--- config.mk ---
export PLATFORM = sky130hd
export DESIGN_NAME = me_stage_nb_flat
export DESIGN_NICKNAME = d
export VERILOG_FILES = /design/src/rtl/me_stage_nb_pkg.sv /design/src/rtl/me_stage_nb_if.sv /design/src/rtl/me_stage_nb_load_align.sv /design/src/rtl/me_stage_nb.sv /design/src/flat_wrapper.sv
export SDC_FILE = /design/constraint.sdc
export NUM_CORES = 1
export LEC_CHECK = 0
export CAP_MARGIN = 20
export CORE_MARGIN = 3
export CORE_UTILIZATION = 44
export DETAILED_ROUTE_END_ITERATION = 16
export PLACE_DENSITY_LB_ADDON = 0.08
export SYNTH_ARGS = -nofsm -noshare
export SYNTH_HDL_FRONTEND = slang
export SYNTH_SLANG_ARGS = --single-unit
export TNS_END_PERCENT = 5
--- constraint.sdc ---
create_clock -name clk -period 3.9 [get_ports clk]
set_clock_uncertainty 0.15 [all_clocks]
set_input_delay 1.17 -clock clk [delete_from_list [all_inputs] [get_ports clk]]
set_output_delay 1.17 -clock clk [all_outputs]
set_load 0.05 [all_outputs]
--- src/rtl/me_stage_nb_pkg.sv ---
// me_pkg: shared definitions for the ME stage.
//   ld_size_e     - load size codes carried in load_op[1:0]
//   LD_UNS_BIT    - index of the "unsigned" bit in load_op
//   MAX_OUTST_DEF - default depth of the cancelled-response counter
package me_pkg;

  typedef enum logic [1:0] {
    LD_B = 2'b00,
    LD_H = 2'b01,
    LD_W = 2'b10,
    LD_D = 2'b11
  } ld_size_e;

  localparam int LD_UNS_BIT    = 2;
  localparam int MAX_OUTST_DEF = 2;

endpackage

--- src/rtl/me_stage_nb_if.sv ---
// me_stage_nb_if: EX -> ME pipeline link.
//   master (EX side): drives ex_valid and the instruction fields, sees me_allow_in
//   slave  (ME side): receives the instruction fields, drives me_allow_in
interface me_stage_nb_if #(
  parameter int DATA_W = 32,
  parameter int PC_W   = 32,
  parameter int DEST_W = 5
);
  localparam int AW = $clog2(DATA_W / 8);

  logic              ex_valid;
  logic              me_allow_in;
  logic [PC_W-1:0]   ex_pc;
  logic [DATA_W-1:0] ex_result;
  logic              ex_res_from_mem;
  logic              ex_gr_we;
  logic [DEST_W-1:0] ex_dest;
  logic [2:0]        ex_load_op;
  logic [AW-1:0]     ex_addr_lo;
  logic              ex_req_sent;
  logic              ex_req_fire;
  logic              ex_sys_op;

  modport master (
    output ex_valid, ex_pc, ex_result, ex_res_from_mem, ex_gr_we, ex_dest,
           ex_load_op, ex_addr_lo, ex_req_sent, ex_req_fire, ex_sys_op,
    input  me_allow_in
  );

  modport slave (
    input  ex_valid, ex_pc, ex_result, ex_res_from_mem, ex_gr_we, ex_dest,
           ex_load_op, ex_addr_lo, ex_req_sent, ex_req_fire, ex_sys_op,
    output me_allow_in
  );

endinterface

--- src/rtl/me_stage_nb_load_align.sv ---
// load_align: combinational load-data lane select and extension.
//   raw      - full-width response word
//   addr_lo  - byte offset inside the word
//   load_op  - [2] unsigned, [1:0] size (b/h/w/d)
//   res      - selected lane, zero- or sign-extended to DATA_W
// A dword request on a 32-bit datapath is treated as a word.
module load_align
  import me_pkg::*;
#(
  parameter int DATA_W = 32,
  parameter int AW     = $clog2(DATA_W / 8)
) (
  input  logic [DATA_W-1:0] raw,
  input  logic [AW-1:0]     addr_lo,
  input  logic [2:0]        load_op,
  output logic [DATA_W-1:0] res
);

  ld_size_e          size;
  logic [AW-1:0]     off;
  logic [DATA_W-1:0] shifted;
  logic [DATA_W-1:0] keep;
  logic              ext;

  always_comb begin
    size = ld_size_e'(load_op[1:0]);
    if (DATA_W == 32 && size == LD_D) size = LD_W;

    off     = '0;
    keep    = '1;
    shifted = '0;
    ext     = 1'b0;

    // lane offset is addr_lo rounded down to the access size
    case (size)
      LD_B:    off = addr_lo;
      LD_H:    off = addr_lo & ~AW'(1);
      LD_W:    off = addr_lo & ~AW'(3);
      default: off = '0;
    endcase

    shifted = raw >> {off, 3'b000};

    case (size)
      LD_B: begin
        keep = DATA_W'(8'hFF);
        ext  = shifted[7];
      end
      LD_H: begin
        keep = DATA_W'(16'hFFFF);
        ext  = shifted[15];
      end
      LD_W: begin
        keep = DATA_W'(32'hFFFF_FFFF);
        ext  = shifted[31];
      end
      default: begin
        keep = '1;
        ext  = 1'b0;
      end
    endcase

    ext = ext & ~load_op[LD_UNS_BIT];
    res = (shifted & keep) | ({DATA_W{ext}} & ~keep);
  end

endmodule

--- src/rtl/me_stage_nb.sv ---
// me_stage_nb: memory-access stage between EX and WB for a variable-latency
// data SRAM (req/addr_ok/data_ok).
//   clk, reset       - clock, synchronous active-high reset
//   ex               - EX -> ME link (me_stage_nb_if.slave)
//   data_sram_*      - response strobe and data
//   wb_allow_in      - WB back-pressure
//   flush            - exception/ertn flush; kills ME and counts orphaned requests
//   me_to_wb_*       - ME -> WB bundle
//   me_dest, me_fwd_res, me_fwd_ready, me_sys_op - hazard/forwarding taps
// Optional: ME_PERF_CNT_EN adds perf_wait_cnt (stall cycles) and
// perf_drop_cnt (discarded responses).
module me_stage_nb
  import me_pkg::*;
#(
  parameter int DATA_W    = 32,
  parameter int PC_W      = 32,
  parameter int DEST_W    = 5,
  parameter int MAX_OUTST = MAX_OUTST_DEF
) (
  input  logic              clk,
  input  logic              reset,
  me_stage_nb_if.slave      ex,
  input  logic              data_sram_data_ok,
  input  logic [DATA_W-1:0] data_sram_rdata,
  input  logic              wb_allow_in,
  input  logic              flush,
  output logic              me_to_wb_valid,
  output logic [PC_W-1:0]   me_to_wb_pc,
  output logic              me_to_wb_gr_we,
  output logic [DEST_W-1:0] me_to_wb_dest,
  output logic [DATA_W-1:0] me_to_wb_result,
  output logic [DEST_W-1:0] me_dest,
  output logic [DATA_W-1:0] me_fwd_res,
  output logic              me_fwd_ready,
  output logic              me_sys_op
`ifdef ME_PERF_CNT_EN
  ,
  output logic [31:0]       perf_wait_cnt,
  output logic [15:0]       perf_drop_cnt
`endif
);

  localparam int AW = $clog2(DATA_W / 8);
  localparam int CW = $clog2(MAX_OUTST + 1);
  localparam logic [CW+1:0] CNT_MAX = (CW + 2)'(MAX_OUTST);

  logic              valid;
  logic [PC_W-1:0]   pc_r;
  logic [DATA_W-1:0] result_r;
  logic              res_from_mem_r;
  logic              gr_we_r;
  logic [DEST_W-1:0] dest_r;
  logic [2:0]        load_op_r;
  logic [AW-1:0]     addr_lo_r;
  logic              req_sent_r;
  logic              sys_op_r;
  logic              data_got;
  logic [DATA_W-1:0] rdata_buf;
  logic [CW-1:0]     cancel_cnt;

  logic              cnt_zero, drop, pending, take, stall, ready_go, allow_in;
  logic [CW+1:0]     inc, cnt_sum;
  logic [CW-1:0]     cnt_next;
  logic [DATA_W-1:0] raw, extracted, final_res;

  assign cnt_zero = (cancel_cnt == '0);
  // responses come back in order, so anything owed to killed requests goes first
  assign drop     = data_sram_data_ok & ~cnt_zero;
  assign pending  = valid & req_sent_r & ~data_got;
  assign take     = data_sram_data_ok & cnt_zero & pending;
  assign stall    = pending & ~(data_sram_data_ok & cnt_zero);
  assign ready_go = ~stall;
  assign allow_in = ~valid | (ready_go & wb_allow_in);
  assign ex.me_allow_in = allow_in;

  // a flush orphans ME's own outstanding request plus any request EX fires now
  assign inc = flush ? ((CW + 2)'(pending & ~data_sram_data_ok) + (CW + 2)'(ex.ex_req_fire))
                     : '0;
  assign cnt_sum  = {2'b00, cancel_cnt} + inc - (CW + 2)'(drop);
  assign cnt_next = (cnt_sum > CNT_MAX) ? CNT_MAX[CW-1:0] : cnt_sum[CW-1:0];

  always_ff @(posedge clk) begin
    if (reset) begin
      valid          <= 1'b0;
      pc_r           <= '0;
      result_r       <= '0;
      res_from_mem_r <= 1'b0;
      gr_we_r        <= 1'b0;
      dest_r         <= '0;
      load_op_r      <= '0;
      addr_lo_r      <= '0;
      req_sent_r     <= 1'b0;
      sys_op_r       <= 1'b0;
      data_got       <= 1'b0;
      rdata_buf      <= '0;
      cancel_cnt     <= '0;
    end else begin
      cancel_cnt <= cnt_next;

      // our response arrived but WB is not taking the instruction: hold it
      if (take && !wb_allow_in) begin
        rdata_buf <= data_sram_rdata;
        data_got  <= 1'b1;
      end

      if (flush) begin
        valid    <= 1'b0;
        data_got <= 1'b0;
      end else if (ex.ex_valid && allow_in) begin
        valid          <= 1'b1;
        pc_r           <= ex.ex_pc;
        result_r       <= ex.ex_result;
        res_from_mem_r <= ex.ex_res_from_mem;
        gr_we_r        <= ex.ex_gr_we;
        dest_r         <= ex.ex_dest;
        load_op_r      <= ex.ex_load_op;
        addr_lo_r      <= ex.ex_addr_lo;
        req_sent_r     <= ex.ex_req_sent;
        sys_op_r       <= ex.ex_sys_op;
        data_got       <= 1'b0;
      end else if (allow_in) begin
        valid    <= 1'b0;
        data_got <= 1'b0;
      end
    end
  end

  assign raw = data_got ? rdata_buf : data_sram_rdata;

  load_align #(
    .DATA_W (DATA_W),
    .AW     (AW)
  ) u_load_align (
    .raw     (raw),
    .addr_lo (addr_lo_r),
    .load_op (load_op_r),
    .res     (extracted)
  );

  assign final_res = res_from_mem_r ? extracted : result_r;

  assign me_to_wb_valid  = valid & ready_go;
  assign me_to_wb_pc     = pc_r;
  assign me_to_wb_gr_we  = gr_we_r;
  assign me_to_wb_dest   = dest_r;
  assign me_to_wb_result = final_res;
  assign me_dest         = dest_r & {DEST_W{valid & gr_we_r}};
  assign me_fwd_res      = final_res & {DATA_W{gr_we_r}};
  assign me_fwd_ready    = ~(valid & stall & res_from_mem_r);
  assign me_sys_op       = sys_op_r & valid;

`ifdef ME_PERF_CNT_EN
  always_ff @(posedge clk) begin
    if (reset) begin
      perf_wait_cnt <= '0;
      perf_drop_cnt <= '0;
    end else begin
      if (valid && stall) perf_wait_cnt <= perf_wait_cnt + 32'd1;
      if (drop)           perf_drop_cnt <= perf_drop_cnt + 16'd1;
    end
  end
`endif

  a_resp_owned: assert property (@(posedge clk) disable iff (reset)
    data_sram_data_ok |-> (drop | pending));

  a_cancel_ovf: assert property (@(posedge clk) disable iff (reset)
    cnt_sum <= CNT_MAX);

endmodule

--- src/flat_wrapper.sv ---
// flat-port wrapper written by rule: the top's interface ports become plain ports
module me_stage_nb_flat import me_pkg::*;
#(
  parameter int DATA_W    = 32,
  parameter int PC_W      = 32,
  parameter int DEST_W    = 5,
  parameter int MAX_OUTST = MAX_OUTST_DEF
)
  (clk, reset, data_sram_data_ok, data_sram_rdata, wb_allow_in, flush, me_to_wb_valid, me_to_wb_pc, me_to_wb_gr_we, me_to_wb_dest, me_to_wb_result, me_dest, me_fwd_res, me_fwd_ready, me_sys_op, ex_ex_valid, ex_ex_pc, ex_ex_result, ex_ex_res_from_mem, ex_ex_gr_we, ex_ex_dest, ex_ex_load_op, ex_ex_addr_lo, ex_ex_req_sent, ex_ex_req_fire, ex_ex_sys_op, ex_me_allow_in);
  me_stage_nb_if #(.DATA_W(DATA_W), .PC_W(PC_W), .DEST_W(DEST_W)) ex_i ();
  input  logic clk;
  input  logic reset;
  input  logic data_sram_data_ok;
  input  logic [DATA_W-1:0] data_sram_rdata;
  input  logic wb_allow_in;
  input  logic flush;
  output logic me_to_wb_valid;
  output logic [PC_W-1:0] me_to_wb_pc;
  output logic me_to_wb_gr_we;
  output logic [DEST_W-1:0] me_to_wb_dest;
  output logic [DATA_W-1:0] me_to_wb_result;
  output logic [DEST_W-1:0] me_dest;
  output logic [DATA_W-1:0] me_fwd_res;
  output logic me_fwd_ready;
  output logic me_sys_op;
  input wire logic [$bits(ex_i.ex_valid)-1:0] ex_ex_valid;
  input wire logic [$bits(ex_i.ex_pc)-1:0] ex_ex_pc;
  input wire logic [$bits(ex_i.ex_result)-1:0] ex_ex_result;
  input wire logic [$bits(ex_i.ex_res_from_mem)-1:0] ex_ex_res_from_mem;
  input wire logic [$bits(ex_i.ex_gr_we)-1:0] ex_ex_gr_we;
  input wire logic [$bits(ex_i.ex_dest)-1:0] ex_ex_dest;
  input wire logic [$bits(ex_i.ex_load_op)-1:0] ex_ex_load_op;
  input wire logic [$bits(ex_i.ex_addr_lo)-1:0] ex_ex_addr_lo;
  input wire logic [$bits(ex_i.ex_req_sent)-1:0] ex_ex_req_sent;
  input wire logic [$bits(ex_i.ex_req_fire)-1:0] ex_ex_req_fire;
  input wire logic [$bits(ex_i.ex_sys_op)-1:0] ex_ex_sys_op;
  output wire logic [$bits(ex_i.me_allow_in)-1:0] ex_me_allow_in;
  assign ex_i.ex_valid = ex_ex_valid;
  assign ex_i.ex_pc = ex_ex_pc;
  assign ex_i.ex_result = ex_ex_result;
  assign ex_i.ex_res_from_mem = ex_ex_res_from_mem;
  assign ex_i.ex_gr_we = ex_ex_gr_we;
  assign ex_i.ex_dest = ex_ex_dest;
  assign ex_i.ex_load_op = ex_ex_load_op;
  assign ex_i.ex_addr_lo = ex_ex_addr_lo;
  assign ex_i.ex_req_sent = ex_ex_req_sent;
  assign ex_i.ex_req_fire = ex_ex_req_fire;
  assign ex_i.ex_sys_op = ex_ex_sys_op;
  assign ex_me_allow_in = ex_i.me_allow_in;
  me_stage_nb #(.DATA_W(DATA_W), .PC_W(PC_W), .DEST_W(DEST_W), .MAX_OUTST(MAX_OUTST)) u_core (.clk(clk), .reset(reset), .ex(ex_i), .data_sram_data_ok(data_sram_data_ok), .data_sram_rdata(data_sram_rdata), .wb_allow_in(wb_allow_in), .flush(flush), .me_to_wb_valid(me_to_wb_valid), .me_to_wb_pc(me_to_wb_pc), .me_to_wb_gr_we(me_to_wb_gr_we), .me_to_wb_dest(me_to_wb_dest), .me_to_wb_result(me_to_wb_result), .me_dest(me_dest), .me_fwd_res(me_fwd_res), .me_fwd_ready(me_fwd_ready), .me_sys_op(me_sys_op));
endmodule
==> impl_metrics.toml, run 1 <==
[worst_setup_path]
crit_buf_inv = 3
critPathRequiredTime_ps = 2580
cp.arrival_ps = 2770
critPathMaxStageDelay_ps = 440
cp-end-kind = "primary output"
worstSetupPathType = "input pin to primary output"
critPathLaunchType = "input pin"
cp_max_fo = 2
slowest_stage = "clkdlybuf4s50_1"
cpLargestDelayFamily = "buffers and inverters"
cp_cell_sequence = "clkdlybuf4s50_1 -> mux2_4 -> nand2_1 -> o21ai_2 -> buf_4 -> a221o_1 -> buf_12"

[global_routing]
gr-total-overflow = 0
antenna_found_initial = 0
grt_use_total_pct = 27.7
grt_pass1_wl_um = 31900
grt_max_degree = 78
grt_pass1_vias = 6090

[place]
dp_hpwl_um = 14200
place_area_um2 = 8870
io_buffers = 227
gp_congestion = 0.914

[route]
route.detailed.drc = 0
wirelength_um = 20300
wl_per_cell_um = 18.4
dr_total_vias = 5986
viasPerCell = 5.41
final_antenna_net_count = 0
drt-initial-drc-count = 439
drt_first_pass_iters = 5

[finish]
final_common_cell = "clkdlybuf4s50_1"
drive_gt1_share_pct = 26.6
mostFrequentLayoutCells = "145 x clkdlybuf4s50_1, 111 x dfxtp_1, 108 x nor2_1, 92 x nand2_1, 89 x mux2i_1"
nNetsFinal = 1047
area_growth_pct = 71.8
diodes = 0
nFillCells = 829
final_area_um2 = 10000

[timing]
rsz0062_at_grt = "yes"
fmax_mhz = 245
whs_ps = 307
setup_ws_ps = -188
report.final.hold_viol_count = 0
timing.final.crit_period_ps = 4090
period_share_pct = 105
maxSlewHeadroom_pct = 60.3
slew_violations = 0
worstMarginPinSlew_ps = 594
setup_viol = 62

[clocking]
clk_path_buf_depth = 2
clkTransAtPathRegs_ps = 50
cts_tree = "yes"
cts_hold_buf = 0
cts-root-buf = "clkbuf_16"
cts_sinks = 114
cts_made_buffers = 17
clk_latency_ps = 410
cts_max_level = 4

[die]
io_pins = 228
die_y_um = 121
start_util_pct = 45.6
row_count = 41
core_um2 = 12800
die_area_um2 = 14700
die_w_um = 121

[synth]
syn_nets = 801
async_flop_share_pct = 0
synth_cell_types = 37
avgSynthCellArea_um2 = 8.60
synth_area_um2 = 5830
ys_seq_area_share_pct = 39.2
synth_cells = 678
yosysWarnings = 0
synthFlopType = "dfxtp_1"
synth-seq-cells = 114
synth_edf_count = 0

[power]
power_density_nw_per_um2 = 359
p_total_mw = 3.59
peakVddDrop_uv = 309
p_leak_nw = 3.85

[outcome]
status = "finished with violations"
violations = "setup timing"

[hold_path]
hold_class = "register to register"

[job]
max_cap_viol_count = 0
==> Yosys cell counts, types with 2 or more instances <==
cell        n  share of area, %
nor2_1    108               7.0
mux4_1      2              0.90
and3_1      5              0.54
mux2i_1    99                17
a21oi_1    82               7.0
nor2b_1    12               1.3
a221o_1     8               1.4
nor3_1      3              0.26
buf_6       4              0.77
buf_2       9              0.77
mux4_2      7               2.7
inv_1       7              0.45
dfxtp_1   114                39
buf_4       3              0.39
mux2_2     17               3.3
nand2_1    94               6.1
nor4_1      2              0.21
clkbuf_1   36               2.3
buf_1       4              0.26
o21ai_0    32               2.7
ha_1        5               1.1
o22a_1      8               1.2
and2_1      3              0.32
==> timing repair <==
action,in CTS,in global routing
buffers inserted,8,0
pin swaps,15,11
setup endpoints to repair,64,66
gates cloned,3,0
resized for setup,114,23
==> kinds of logic (layout without fill, tap and decap cells) <==
| logic type | after synthesis | in the layout | synth area share, % |
|---|---|---|---|
| simple gates | 234 | 234 | 16.8 |
| compound gates | 134 | 134 | 13.1 |
| mux | 127 | 127 | 24.5 |
| flops | 114 | 114 | 39.2 |
| buf+inv | 63 | 319 | 4.96 |
| fa+ha+maj | 6 | 6 | 1.42 |
==> metrics by stage <==
stage / setup TNS (ps) / instances / utilization (%) / setup WS, ps
finish: -6550 / 1106 / 78.4 / -188
global route: -9960 / 1106 / 78.4 / -218
global placement: -28350 / 1066 / 69.4 / -616
detailed placement: -31220 / 1066 / 69.4 / -664
floorplan: -3050 / 678 / - / -236
CTS: -10120 / 1105 / 77.4 / -244
==> registers in the layout (all words and copies together) (netlist names) <==
register / cells
u_core.me_to_wb_pc: 32
u_core.rdata_buf: 32
u_core.result_r: 32
u_core.me_to_wb_dest: 5
u_core.load_op_r: 3
u_core.addr_lo_r: 2
u_core.cancel_cnt: 2
u_core.data_got: 1
u_core.me_to_wb_gr_we: 1
u_core.req_sent_r: 1
u_core.res_from_mem_r: 1
u_core.sys_op_r: 1
u_core.valid: 1
==> worst reg2reg max path: stages, from the launching register on <==
cell	delay, ps
dfxtp_2	400
buf_12	220
nand3b_1	270
nor2_1	190
ha_1	180
nand2_1	60
ha_1	330
inv_1	70
ha_1	300
a21o_1	180
nand2_1	60
mux2i_1	80
and4b_1	200
==> layer usage <==
metal / GRT usage, % / wire (µm)
met1: 33.4 / 8260
met2: 45.8 / 9850
met4: 10.5 / 527
met3: 9.04 / 1690
met5: 0 / 0
==> worst paths after layout <==
kind	depth (start not counted)	slack, ps	to	startpoint
max	7	-190	me_fwd_res[14]	data_sram_rdata[30]
min	2	310	u_core.rdata_buf[24]	u_core.rdata_buf[24]
max reg2reg	12	1120	u_core.cancel_cnt[0]	u_core.data_got
min reg2reg	2	310	u_core.rdata_buf[24]	u_core.rdata_buf[24]
==> layout make-up <==
class                      instances  area, µm²  share of cell area [%]
timing repair buffer             283       3280                    32.7
clock buffer                      22        474                    4.74
sequential                       114       2290                    22.8
inverter                           7       26.3                   0.262
tap                              172        215                    2.15
multi-input combinational        501       3670                    36.7
clock inverter                     7       60.1                   0.600
==> power by group <==
group | internal [mW] | leakage, nW | switching, mW | total, mW
Sequential | 1.21 | 0.930 | 0.0412 | 1.25
Clock | 0.905 | 0.271 | 0.513 | 1.42
Combinational | 0.429 | 2.65 | 0.488 | 0.917
Total | 2.55 | 3.85 | 1.04 | 3.59
Power figures use the tool's default switching activity.
==> run 2, diff against run 1 <==
CAP_MARGIN = 10   (was 20)
==> run 2 against run 1 <==
  * The flow still finishes with violations (setup timing)
  * Clock-buffer cell count unchanged
  * Combinational power about the same
  * Die area unchanged
  * Setup slack got worse by 0.63 ps
  * First-iteration DRC count decreased by 12%
  * Non-clock buffer count decreased by 1
  * Critical path type unchanged
  * Critical endpoint unchanged
==> impl_metrics.toml, run 2 (synthesis results as in run 1) <==
[power]
peakVddDrop_uv = 308
power_density_nw_per_um2 = 359
p_total_mw = 3.59
p_leak_nw = 3.83

[clocking]
cts_tree = "yes"
cts-root-buf = "clkbuf_16"
cts_sinks = 114
cts_max_level = 4
cts_hold_buf = 0
clk_path_buf_depth = 2
clk_latency_ps = 410
cts_made_buffers = 17
clkTransAtPathRegs_ps = 50

[timing]
setup_viol = 62
worstMarginPinSlew_ps = 1100
slew_violations = 0
fmax_mhz = 245
rsz0062_at_grt = "yes"
whs_ps = 305
setup_ws_ps = -188
period_share_pct = 105
timing.final.crit_period_ps = 4090
report.final.hold_viol_count = 0
maxSlewHeadroom_pct = 26.5

[worst_setup_path]
critPathLaunchType = "input pin"
regToRegSetupSlack_ps = 1130
rr_endpoint = "u_core.cancel_cnt[0]"
critPathRequiredTime_ps = 2580
cp.arrival_ps = 2770
reg2regPathDepth = 12
cp-end-kind = "primary output"
r2r_start = "u_core.data_got"
worstSetupPathType = "input pin to primary output"
cp_max_fo = 2

[hold_path]
hold_end = "u_core.rdata_buf[26]"
hold_start = "u_core.rdata_buf[26]"
hold_class = "register to register"
hold_depth = 2

[die]
die_y_um = 121
die_area_um2 = 14700
start_util_pct = 45.6
core_um2 = 12800
die_w_um = 121
row_count = 41
io_pins = 228

[route]
wirelength_um = 20300
final_antenna_net_count = 0
wl_per_cell_um = 18.4
route.detailed.drc = 0
viasPerCell = 5.43
dr_total_vias = 6001
drt_first_pass_iters = 5
drt-initial-drc-count = 387

[global_routing]
grt_max_degree = 78
grt_pass1_vias = 6090
grt_use_total_pct = 27.7
gr-total-overflow = 0
antenna_found_initial = 0
grt_pass1_wl_um = 31900

[place]
io_buffers = 227
dp_hpwl_um = 14200
place_inst = 1066
gp_congestion = 0.914

[finish]
diodes = 0
fin_cells = 1105
area_growth_pct = 71.3
nNetsFinal = 1046
mostFrequentLayoutCells = "145 x clkdlybuf4s50_1, 111 x dfxtp_1, 108 x nor2_1, 92 x nand2_1, 89 x mux2i_1"
drive_gt1_share_pct = 26.5
fin_util_pct = 78.2
final_common_cell = "clkdlybuf4s50_1"
nFillCells = 836

[outcome]
violations = "setup timing"
status = "finished with violations"

[job]
max_cap_viol_count = 0
[run 2: changes by cell type in the layout (fill, tap and decap cells not counted)]
cell / previous run / this run
buf_6: 39 / 40
mux2_4: 9 / 8
mux2_2: 9 / 10
buf_4: 40 / 39
buf_16: 4 / 3
[run 2: power by group]
group | internal (mW) | switching [mW] | leakage [nW] | total (mW)
registers | 1.21 | 0.0412 | 0.930 | 1.25
logic | 0.429 | 0.489 | 2.63 | 0.918
clock network | 0.905 | 0.512 | 0.271 | 1.42
total | 2.55 | 1.04 | 3.83 | 3.59
[run 2: critical path: stages]
cell,delay (ps)
clkdlybuf4s50_1,440
mux2_2,290
nand2_1,90
o21ai_2,90
buf_4,160
a221o_1,360
buf_12,170
[run 2: per-layer routing]
layer  track usage (%)  vias to the layer above  part of all wire (%)
li1                  -                     2827                     -
met1              33.4                     2847                    40
met2              45.8                      286                    48
met3              9.04                       41                   9.4
met4              10.5                        0                   2.6
met5                 0                        -                     0
[run 2: through the flow]
step | cell area [µm²] | worst slack (ps) | setup TNS, ps
after global placement | 8870 | -616 | -28350
after global routing | 9980 | -217 | -9870
after floorplan | 5940 | -236 | -3050
final | 9980 | -188 | -6620
after detailed placement | 8870 | -664 | -31220
after CTS | 9890 | -244 | -10120
[run 2: how the worst max path moves through the flow]
| stage | startpoint | endpoint | cells after the start |
|---|---|---|---|
| global route | data_sram_rdata[31] | me_to_wb_result[21] | 9 |
| floorplan | data_sram_rdata[31] | me_fwd_res[30] | 5 |
| finish | data_sram_rdata[30] | me_fwd_res[14] | 7 |
| detailed placement | data_sram_rdata[15] | me_to_wb_result[12] | 6 |
| CTS | data_sram_rdata[31] | me_fwd_res[25] | 9 |
| global placement | data_sram_rdata[31] | me_to_wb_result[29] | 8 |
[run 2: what timing repair did]
item,4_1_cts,5_1_grt
hold endpoints to repair,0,0
setup buffers,8,0
endpoints found under the setup margin,64,66
pin swaps,15,11
resized for setup,114,23
gates cloned,3,0
[run 2: layout make-up]
type	instances	area (µm²)	share of cell area [%]
Clock buffer	22	474	4.75
Clock inverter	7	60.1	0.602
Inverter	7	26.3	0.263
Multi-Input combinational cell	501	3670	36.8
Sequential cell	114	2290	22.9
Tap cell	172	215	2.16
Timing Repair Buffer	282	3250	32.6
